`src/rtl/spi_frame_slave.sv`:
```
// SPI mode-0 slave: deframes {inst,addr,data} frames into one-clk register-file strobes.
// Strobes land 4 clk after the deciding sck rise; no backpressure, the SPI master paces all traffic.
module spi_frame_slave #(
   parameter int INST_WIDTH = 1,
   parameter int ADDR_WIDTH = 7,
   parameter int DATA_WIDTH = 8
) (
   input  logic                  clk,
   input  logic                  rst_n,
   input  logic                  sck_i,
   input  logic                  sdi_i,
   input  logic                  cs_ni,
   output logic                  sdo_o,
   output logic                  sdo_oe_o,
   output logic [ADDR_WIDTH-1:0] addr_o,
   output logic [DATA_WIDTH-1:0] wdata_o,
   output logic                  wr_en_o,
   output logic                  rd_en_o,
   input  logic [DATA_WIDTH-1:0] rdata_i
);

   localparam int FW  = INST_WIDTH + ADDR_WIDTH + DATA_WIDTH;
   localparam int HW  = INST_WIDTH + ADDR_WIDTH;
   localparam int RXW = (DATA_WIDTH > HW) ? DATA_WIDTH : HW;
   localparam int CW  = 5;
   localparam logic [CW-1:0] CNT_HDR_LAST = CW'(HW - 1);
   localparam logic [CW-1:0] CNT_SH_FIRST = CW'(HW + 1);
   localparam logic [CW-1:0] CNT_LAST     = CW'(FW - 1);
   localparam logic [CW-1:0] CNT_FULL     = CW'(FW);

   typedef enum logic [2:0] {
      IDLE = 3'd0,
      CMD  = 3'd1,
      RD   = 3'd2,
      WR   = 3'd3,
      DONE = 3'd4
   } state_t;

   logic       sck_s1_q, sck_s2_q, sck_s3_q;
   logic       sdi_s1_q, sdi_s2_q;
   logic       cs_s1_q, cs_s2_q, cs_s3_q;
   logic       sck_rise_q, sck_fall_q, cs_rise_q, cs_fall_q;
   logic [1:0] vld_q;

   always_ff @(posedge clk or negedge rst_n) begin
      if (!rst_n) begin
         sck_s1_q   <= 1'b0;
         sck_s2_q   <= 1'b0;
         sck_s3_q   <= 1'b0;
         sdi_s1_q   <= 1'b0;
         sdi_s2_q   <= 1'b0;
         cs_s1_q    <= 1'b1;
         cs_s2_q    <= 1'b1;
         cs_s3_q    <= 1'b1;
         sck_rise_q <= 1'b0;
         sck_fall_q <= 1'b0;
         cs_rise_q  <= 1'b0;
         cs_fall_q  <= 1'b0;
         vld_q      <= '0;
      end else begin
         sck_s1_q   <= sck_i;
         sck_s2_q   <= sck_s1_q;
         sck_s3_q   <= sck_s2_q;
         sdi_s1_q   <= sdi_i;
         sdi_s2_q   <= sdi_s1_q;
         cs_s1_q    <= cs_ni;
         cs_s2_q    <= cs_s1_q;
         cs_s3_q    <= cs_s2_q;
         sck_rise_q <= sck_s2_q & ~sck_s3_q;
         sck_fall_q <= ~sck_s2_q & sck_s3_q;
         cs_rise_q  <= cs_s2_q & ~cs_s3_q;
         cs_fall_q  <= ~cs_s2_q & cs_s3_q;
         vld_q      <= {vld_q[0], 1'b1};
      end
   end

   state_t                  state_q;
   logic [CW-1:0]           bit_cnt_q, bit_cnt_d;
   logic [RXW-2:0]          rx_q;
   logic [RXW-1:0]          rx_d;
   logic [DATA_WIDTH-1:0]   tx_q;
   logic [ADDR_WIDTH-1:0]   addr_q;
   logic [DATA_WIDTH-1:0]   wdata_q;
   logic                    wr_q, rd_q;
   logic                    armed_q;

   // rx_d/bit_cnt_d already include the bit arriving on this sck rise, so
   // decisions taken "at bit_cnt N" happen on the same edge that reaches N.
   always_comb begin
      rx_d      = {rx_q, sdi_s2_q};
      bit_cnt_d = bit_cnt_q;
      if (bit_cnt_q != CNT_FULL) begin
         bit_cnt_d = bit_cnt_q + 1'b1;
      end
   end

   always_ff @(posedge clk or negedge rst_n) begin
      if (!rst_n) begin
         state_q   <= IDLE;
         bit_cnt_q <= '0;
         rx_q      <= '0;
         tx_q      <= '0;
         addr_q    <= '0;
         wdata_q   <= '0;
         wr_q      <= 1'b0;
         rd_q      <= 1'b0;
         armed_q   <= 1'b0;
      end else begin
         wr_q <= 1'b0;
         rd_q <= 1'b0;
         // A frame already in flight when reset released must not be picked up halfway.
         armed_q <= armed_q | (vld_q[1] & cs_s2_q);

         if (cs_rise_q) begin
            state_q <= IDLE;
         end else if (cs_fall_q && armed_q) begin
            state_q   <= CMD;
            bit_cnt_q <= '0;
            rx_q      <= '0;
            tx_q      <= '0;
         end else if (sck_rise_q && state_q != IDLE) begin
            rx_q      <= rx_d[RXW-2:0];
            bit_cnt_q <= bit_cnt_d;
            case (state_q)
               CMD: begin
                  if (bit_cnt_q == CNT_HDR_LAST) begin
                     addr_q <= rx_d[ADDR_WIDTH-1:0];
                     if (rx_d[ADDR_WIDTH +: INST_WIDTH] == INST_WIDTH'(1)) begin
                        rd_q    <= 1'b1;
                        state_q <= RD;
                     end else begin
                        state_q <= WR;
                     end
                  end
               end
               RD: begin
                  if (bit_cnt_q == CNT_LAST) begin
                     state_q <= DONE;
                  end
               end
               WR: begin
                  if (bit_cnt_q == CNT_LAST) begin
                     wdata_q <= rx_d[DATA_WIDTH-1:0];
                     wr_q    <= 1'b1;
                     state_q <= DONE;
                  end
               end
               default: begin
               end
            endcase
         end else if (sck_fall_q && state_q == RD &&
                      bit_cnt_q >= CNT_SH_FIRST && bit_cnt_q <= CNT_LAST) begin
            tx_q <= {tx_q[DATA_WIDTH-2:0], 1'b0};
         end

         // Register file answers combinationally from addr_o while rd_en_o is high.
         if (rd_q && state_q == RD) begin
            tx_q <= rdata_i;
         end
      end
   end

   assign sdo_o    = (state_q == RD) ? tx_q[DATA_WIDTH-1] : 1'b0;
   assign sdo_oe_o = ~cs_s2_q;
   assign addr_o   = addr_q;
   assign wdata_o  = wdata_q;
   assign wr_en_o  = wr_q;
   assign rd_en_o  = rd_q;

endmodule

```
`config.mk`:
```
export PLATFORM = sky130hd
export DESIGN_NAME = spi_frame_slave
export DESIGN_NICKNAME = d
export VERILOG_FILES = /design/src/rtl/spi_frame_slave.sv
export SDC_FILE = /design/constraint.sdc
export NUM_CORES = 1
export LEC_CHECK = 0
export BUFFER_PORTS_ARGS = -buffer_cell sky130_fd_sc_hd__buf_4
export CELL_PAD_IN_SITES_DETAIL_PLACEMENT = 1
export CELL_PAD_IN_SITES_GLOBAL_PLACEMENT = 1
export CORE_UTILIZATION = 49
export DETAILED_ROUTE_END_ITERATION = 6
export PLACE_DENSITY_LB_ADDON = 0.15
export SYNTH_ARGS = -nofsm -noshare
export SYNTH_HDL_FRONTEND = slang
export SYNTH_SLANG_ARGS = --single-unit
```
`constraint.sdc`:
```
create_clock -name clk -period 6.6 [get_ports clk]
set_input_delay 1.65 -clock clk [delete_from_list [all_inputs] [get_ports clk]]
set_output_delay 1.65 -clock clk [all_outputs]
set_load 0.01 [all_outputs]
```
# [Yosys cells after proc, flatten, opt, wreduce, memory -nomap -nowiden]
# Index checks and enable logic that the tools add are counted.
[op_classes] n_addsub=1 n_lt_le_gt_ge=2 eq_ne=10 mux=29 bitwise=12 n_reduce_logical=19
[op_table] cell="two-way mux 8 bit" count=5
[op_table] cell="two-way mux 3 bit" count=5
[op_table] cell="two-way mux 5 bit" count=3
[op_table] cell="two-way mux 7 bit" count=2
[op_table] cell="two-way mux 1 bit" count=13
[op_table] cell="AND reduction 5 bit" count=2
[op_table] cell="nonzero test 3 bit" count=3
[op_table] cell="equality test 3 x 2 -> 1 bit (second input constant)" count=2
[op_table] cell="logical AND 1 bit" count=6
[op_table] cell="inverter 1 bit" count=6
[op_table] cell="one-hot mux 3 bit (2 select lines)" count=1
[op_table] cell="AND reduction 3 bit" count=2
[op_table] cell="adder 5 x 1 -> 5 bit (second input constant)" count=1
[op_table] cell="AND 1 bit" count=5
[op_table] cell="equality test 5 x 3 -> 1 bit (second input constant)" count=1
[op_table] cell="equality test 5 x 4 -> 1 bit (second input constant)" count=1
[op_table] cell="greater-or-equal comparator 5 x 4 -> 1 bit (second input constant)" count=1
[op_table] cell="less-or-equal comparator 5 x 4 -> 1 bit (second input constant)" count=1
[op_table] cell="inequality test 5 bit (second input constant)" count=1
[op_table] cell="inequality test 4 x 1 -> 1 bit (second input constant)" count=1
[op_table] cell="inequality test 4 bit (second input constant)" count=1
[op_table] cell="AND reduction 4 bit" count=1
[op_table] cell="nonzero test 2 bit" count=2
[op_table] cell="nonzero test 4 bit" count=1
[op_table] cell="other kinds (6)" count=6
[word_totals] reg_bits=55 inputBits=13 out_inout_bits=19

# [Longest topological paths before layout]
# Gate-level depths: netlist of run 1.
[depth] depth_word=9 depth_mapped=10 ltp_nobuf=9

# [Worst setup path before layout of run 1]
# Ideal clock, no wire load.
[synth_path] kind="reg-to-output" startpoint="reg state_q[2]" endpoint="out sdo_o" arrival_ns=1.026 setup_slack_ns=3.924 stages_incl_launch_ff=3 path_buffers=0 path_cell_list="dfrtp_1 > nand2b_1 > nor3b_1"
[synth_between] elab_chain_len=2
[synth_rtl] item="from (decl)" line_no="77" rtl="state_t state_q;"
[synth_rtl] item="from (signal assigned)" line_no="99" rtl="state_q <= IDLE;"
[synth_rtl] item="from (signal assigned)" line_no="115" rtl="state_q <= IDLE;"
[synth_rtl] item="from (signal assigned)" line_no="117" rtl="state_q <= CMD;"
[synth_rtl] item="equality test 3 x 2 -> 1 bit" line_no="163" rtl="assign sdo_o = (state_q == RD) ? tx_q[DATA_WIDTH-1] : 1'b0;"
[synth_rtl] item="two-way mux 1 bit" line_no="163"
[synth_rtl] item="to (decl)" line_no="13" rtl="output logic sdo_o,"
# No other way between the ends.

# [Worst setup path after layout of run 1]
# Ends and elaborated chain as after synthesis.

==> results of run 1 <==
==> cell usage after synthesis, types with 2 or more instances <==
cell type and instances:
nor3b_1 2, a21o_1 3, nand2_1 20, o311a_1 2
nand2b_1 3, mux2_4 7, nor3_4 2, inv_1 9
dfrtp_1 52, o21ai_0 10, nor2b_1 3, nor2_1 5
nand3_1 6, mux2_2 16, ha_1 4, o22ai_1 4
dfstp_2 3, a22o_1 7, and2_1 2, a21oi_1 4
==> per-stage QoR <==
step | power [uW] | cells | instance area [sq um] | util, % | hold WS, ps
2_1_floorplan | 397.3 | 186 | 2355 | - | 331.2
3_3_place_gp | 415.7 | 264 | 2613 | 58.39 | 333.8
3_5_place_dp | 420.8 | 264 | 2613 | 58.39 | 347.2
4_1_cts | 622.1 | 272 | 2715 | 60.68 | 362.4
5_1_grt | 642.8 | 272 | 2715 | 60.68 | 368.5
6_report | 615.6 | 272 | 2715 | 60.68 | 361.1
==> metal layers <==
| layer | vias up | GRT usage [%] |
|---|---|---|
| met5 | - | 0 |
| met4 | 0 | 7.111 |
| met3 | 6 | 3.938 |
| met2 | 32 | 38.20 |
| met1 | 807 | 27.01 |
| li1 | 717 | - |
==> final timing paths <==
| kind | cells after the start | slack [ps] | endpoint | start |
|---|---|---|---|---|
| worst max register to register | 8 | 3890 | tx_q[1] | bit_cnt_q[0] |
| worst min register to register | 0 | 360 | cs_s2_q | cs_s1_q |
| min in group asynchronous | 1 | 1360 | wr_en_o | rst_n |
| worst min-delay path | 0 | 360 | cs_s2_q | cs_s1_q |
| worst max-delay path | 3 | 3460 | sdo_o | state_q[2] |
| max in group asynchronous | 1 | 4780 | tx_q[2] | rst_n |
==> logic make-up after synthesis <==
logic type | after synthesis | synth area share (%)
AO/OA/AOI/OAI | 37 | 11.27
adder cells (fa/ha/maj) | 4 | 2.125
buffers and inverters | 14 | 3.135
flip-flops | 55 | 58.61
multiplexers | 24 | 12.54
other | 1 | 0.1593
AND/OR/NAND/NOR | 51 | 12.17
==> flip-flops by register name, indices dropped and copies added, names as in the netlist, 2 cells and up <==
signal / count
wdata_o: 8
rx_q: 7
bit_cnt_q: 5
vld_q: 2
state_q: 3
addr_o: 7
tx_q: 8
==> cell type report <==
| type | instances | area (sq um) | share of cell area [%] |
|---|---|---|---|
| inverter | 9 | 33.78 | 1.244 |
| clock buffer | 6 | 82.58 | 3.041 |
| tap | 52 | 65.06 | 2.396 |
| multi-input combinational | 117 | 900.9 | 33.18 |
| timing repair buffer | 31 | 232.7 | 8.571 |
| clock inverter | 2 | 20.02 | 0.7373 |
| sequential | 55 | 1380 | 50.83 |
==> power groups by stage <==
stage               Clock (uW)  Sequential [uW]  Combinational, uW
floorplan                    0              367               30.6
global placement             0              370               45.7
detailed placement           0              372               49.3
CTS                        207              365               49.7
global route               219              368               55.4
finish                     202              365               48.5
==> flow_metrics.tcl, run 1 <==
set metrics [dict create \
    drt-total-wl_mm 4.846 \
    diodes 0 \
    via_per_inst 5.743 \
    fillers 459 \
    arrival_ps 1490 \
    cp-end-kind "output port" \
    ctsHoldBuffers 0 \
    htree_levels 2 \
    cp.required_ps 4950 \
    rsz0062_at_grt "no" \
    syn_area_sq_mm 0.002355 \
    grt_pass1_wl_mm 8.286 \
    grt_pass1_vias 1685 \
    peakVddDrop_mv 0.1987 \
    crit_path_max_fanout 6 \
    io_buffers 31 \
    final_common_cell "dfrtp_1" \
    grt_usage_pct 21.66 \
    sw_frac_of_total_pct 24.99 \
    cts_tree "yes" \
    critPathMaxStageDelay_ps 480 \
    dieHeight_um 71.32 \
    detail_route.wl_per_cell_um 17.82 \
    relSlewSlack_pct 55.04 \
    p_seq_share_pct 59.3 \
    num-nets-final 236 \
    start_kind "flop" \
    cts_buffers 5 \
    start_util_pct 52.63 \
    internal-power_uw 461.7 \
    power_leakage_uw 0.001315 \
    rows 24 \
    power_frac_clock_pct 32.8 \
    drc 1 \
    synthCells 186 \
    synth_nets 203 \
    die_w_um 71.32 \
    drt_iter0_markers 114 \
    period_share_pct 47.59 \
    first_pass_iters 6 \
    p_comb_share_pct 7.9 \
    highest-signal-layer "met4" \
    p_switching_uw 153.9 \
    route.met2.wl_mm 2.541 \
    async_flop_share_pct 100.0 \
    post-dp-hpwl_mm 3.433 \
    setup_tns_ps 0 \
    crit_path_cell_trace "nand2b_1 -> nor3b_1 -> buf_4" \
    seq_area_frac_synth_pct 58.61 \
    wl_met3_um 186 \
    power_density_mw_per_mm2 226.7 \
    clk_pin_slew_ps 100 \
    antenna_found_initial 0 \
    status "finished, violations left" \
    syn_area_per_cell_sq_um 12.66 \
    syn2layout_area_growth_pct 15.30 \
    die_area_sq_mm 0.005087 \
    synth-edff-count 0 \
    wl_met1_mm 2.054 \
    num_vias 1562 \
    synth_area_leaders "dfrtp_1 (55%), mux2_2 (7.7%), mux2_4 (4.5%)" \
    core_sq_mm 0.004474 \
    ys_types 42 \
    io-pin-count 32 \
    fmax_mhz 318.4 \
    yosysTopAreaCell "dfrtp_1" \
    post-cts-setup-buffer-count 0 \
    worstSetupPathType "flop to output port" \
    finalClockSkew_ps 5.857 \
    cpMaxStageDelayCell "dfrtp_1" \
    fin_crit_ps 3141 \
    cts-root-buf "clkbuf_8" \
    drive_gt1_share_pct 32.73 \
    grt_max_degree 56 \
    max_cap_viol_count 0 \
    dp_slack_ps 3827 \
    hold_violations 0 \
    cp_top_family "simple AND/OR/NAND/NOR gates" \
    ys_ff_latch 55 \
    clk_latency_ps 310 \
    drtAntennaViolNets 0 \
    layout_common_cells "dfrtp_1 (52), buf_4 (31), nand2_1 (20)" \
    routabilityCongestion 0.9179 \
    overflow 0 \
    clock_sinks 55 \
    hp-class "flop to flop" \
    tightest_slew_ps 674.4 \
    crit_buf_inv 1 \
    setup_viol 0 \
    synth_flop_cell "dfrtp_1" \
    clock_path_buffers 2 \
    fin_ws_ps 3459 \
    drv_slew 0 \
    post_cts_resized 0 \
    yosysWarnings 0 \
    yosysTopAreaCellShare_pct 55.26 \
    violations "design-rule violations" \
]
No activity file was read; power rests on OpenSTA's default activity.
==> run 2, diff against run 1 <==
CORE_UTILIZATION = 46   (was 49)
clock period = 2.94 ns   (was 6.6 ns; I/O delays follow)
==> run 2 against run 1 <==
Against the previous run:
- the flow now finishes without violations
- utilization fell by 3.8 points
- highest routed layer unchanged
- register-to-register slack got worse by 3700 ps
- design area rose by 0.97%
- die area rose by 6.3%
- clock power rose by 140%
- final cell count rose by 5.5%
- clock-buffer cell count did not move
- critical path depth rose by 5
- critical endpoint is now tx_q[2]
==> flow_metrics.tcl, run 2 (synthesized netlist as in run 1, its figures left out) <==
set metrics [dict create \
    grt_max_degree 56 \
    fillers 527 \
    dp_slack_ps 243.4 \
    dieHeight_um 73.55 \
    setup_tns_ps 0 \
    ctsHoldBuffers 0 \
    fin_crit_ps 2733 \
    clock_path_buffers 2 \
    drtAntennaViolNets 0 \
    setup_viol 0 \
    cts-root-buf "clkbuf_8" \
    p_switching_uw 326.7 \
    drv_slew 0 \
    post-cts-setup-buffer-count 0 \
    regArea_sq_mm 0.001380 \
    die_area_sq_mm 0.005409 \
    first_pass_iters 4 \
    clk_pin_slew_ps 90 \
    start_kind "flop" \
    routabilityCongestion 0.9117 \
    hp-class "flop to flop" \
    grt_pass1_vias 1654 \
    cts_buffers 5 \
    via_per_inst 5.425 \
    antenna_found_initial 0 \
    layout_common_cells "dfrtp_1 (52), buf_4 (31), nand2_1 (20)" \
    arrival_ps 2930 \
    rows 25 \
    htree_levels 2 \
    crit_buf_inv 1 \
    cts_tree "yes" \
    fmax_mhz 365.9 \
    detail_route.wl_per_cell_um 16.75 \
    finalClockSkew_ps 8.365 \
    internal-power_uw 1092 \
    io-pin-count 32 \
    grt_usage_pct 20.77 \
    max_cap_viol_count 0 \
    crit_path_cell_trace "ha_1 -> and2_2 -> nand2_1 -> inv_1 -> ha_1 -> o311a_1 -> o311a_1 -> mux2_4" \
    overflow 0 \
    crit_path_max_fanout 8 \
    cp.required_ps 3140 \
    peakVddDrop_mv 0.2512 \
    status "completed" \
    tightest_slew_ps 672.4 \
    num_vias 1557 \
    post-dp-hpwl_mm 3.412 \
    start_util_pct 48.88 \
    final_common_cell "dfrtp_1" \
    drive_gt1_share_pct 32.27 \
    syn2layout_area_growth_pct 16.42 \
    die_w_um 73.55 \
    clock_sinks 55 \
    power_frac_clock_pct 34.4 \
    total_power_uw 1418 \
    sw_frac_of_total_pct 23.03 \
    num-nets-final 236 \
    hold_violations 0 \
    drc 0 \
    io_buffers 31 \
    power_density_mw_per_mm2 517.4 \
    drt-total-wl_mm 4.807 \
    fin_hold_ws_ps 354.3 \
    period_share_pct 92.95 \
    worstSetupPathType "flop to flop" \
    p_seq_share_pct 57.9 \
    core_sq_mm 0.004817 \
    critPathMaxStageDelay_ps 480 \
    diodes 0 \
    rsz0062_at_grt "no" \
    power_leakage_uw 0.001314 \
    grt_pass1_wl_mm 8.369 \
    relSlewSlack_pct 55.17 \
    clk_latency_ps 310 \
    p_comb_share_pct 7.7 \
    fin_ws_ps 207.4 \
    cp_top_family "compound AO/OA/AOI/OAI gates" \
    post_cts_resized 0 \
    multi_input_area_sq_um 900.9 \
    cp-end-kind "flop" \
    drt_iter0_markers 104 \
    cpMaxStageDelayCell "o311a_1" \
]
==> run 2: changes by cell type in the layout (fill, tap and decap cells not counted), sizes merged <==
cell      previous run  this run
bufinv               0         1
inv                 10         9
clkinvlp             0         1
clkinv               1         0
==> run 2: path summary, 6_finish.rpt <==
kind	slack [ps]	from	depth (start not counted)	endpoint
worst max-delay path	210	bit_cnt_q[0]	8	tx_q[2]
worst min-delay path	350	sck_s1_q	0	sck_s2_q
worst max register to register	210	bit_cnt_q[0]	8	tx_q[2]
worst min register to register	350	sck_s1_q	0	sck_s2_q
max in group asynchronous	2030	rst_n	1	tx_q[5]
min in group asynchronous	450	rst_n	1	bit_cnt_q[4]
==> run 2: layer usage <==
| layer | up-vias | global-route usage, % | wire, um |
|---|---|---|---|
| met5 | - | 0 | 0 |
| met4 | 0 | 5.769 | 60 |
| met3 | 5 | 3.978 | 179 |
| met2 | 33 | 34.96 | 2477 |
| met1 | 803 | 27.47 | 2090 |
| li1 | 716 | - | - |
==> run 2: area by class of cell <==
type | instances | area share (%)
sequential | 55 | 50.34
multi-input combinational | 117 | 32.86
timing repair buffer | 31 | 8.489
tap | 67 | 3.058
clock buffer | 6 | 2.647
clock inverter | 2 | 1.369
inverter | 9 | 1.232
==> run 2: worst reg2reg max path, cell delays in order, from the launching register on <==
cell and delay, ps:
dfrtp_1 470, ha_1 280, and2_2 230, nand2_1 150, inv_1 60, ha_1 230, o311a_1 370, o311a_1 480
mux2_4 360
==> run 2: through the flow <==
step	area, sq um	std cells	util (%)
after detailed placement	2631	279	54.62
after global placement	2631	279	54.62
after floorplan	2355	186	-
after CTS	2741	287	56.91
after global routing	2741	287	56.91
final	2741	287	56.91
==> run 2: power by group through the flow <==
stage	clock, uW	sequential [uW]	combinational [uW]
CTS	506	821	112
global route	530	826	126
global placement	0	831	103
floorplan	0	823	68.7
detailed placement	0	835	112
finish	488	821	109
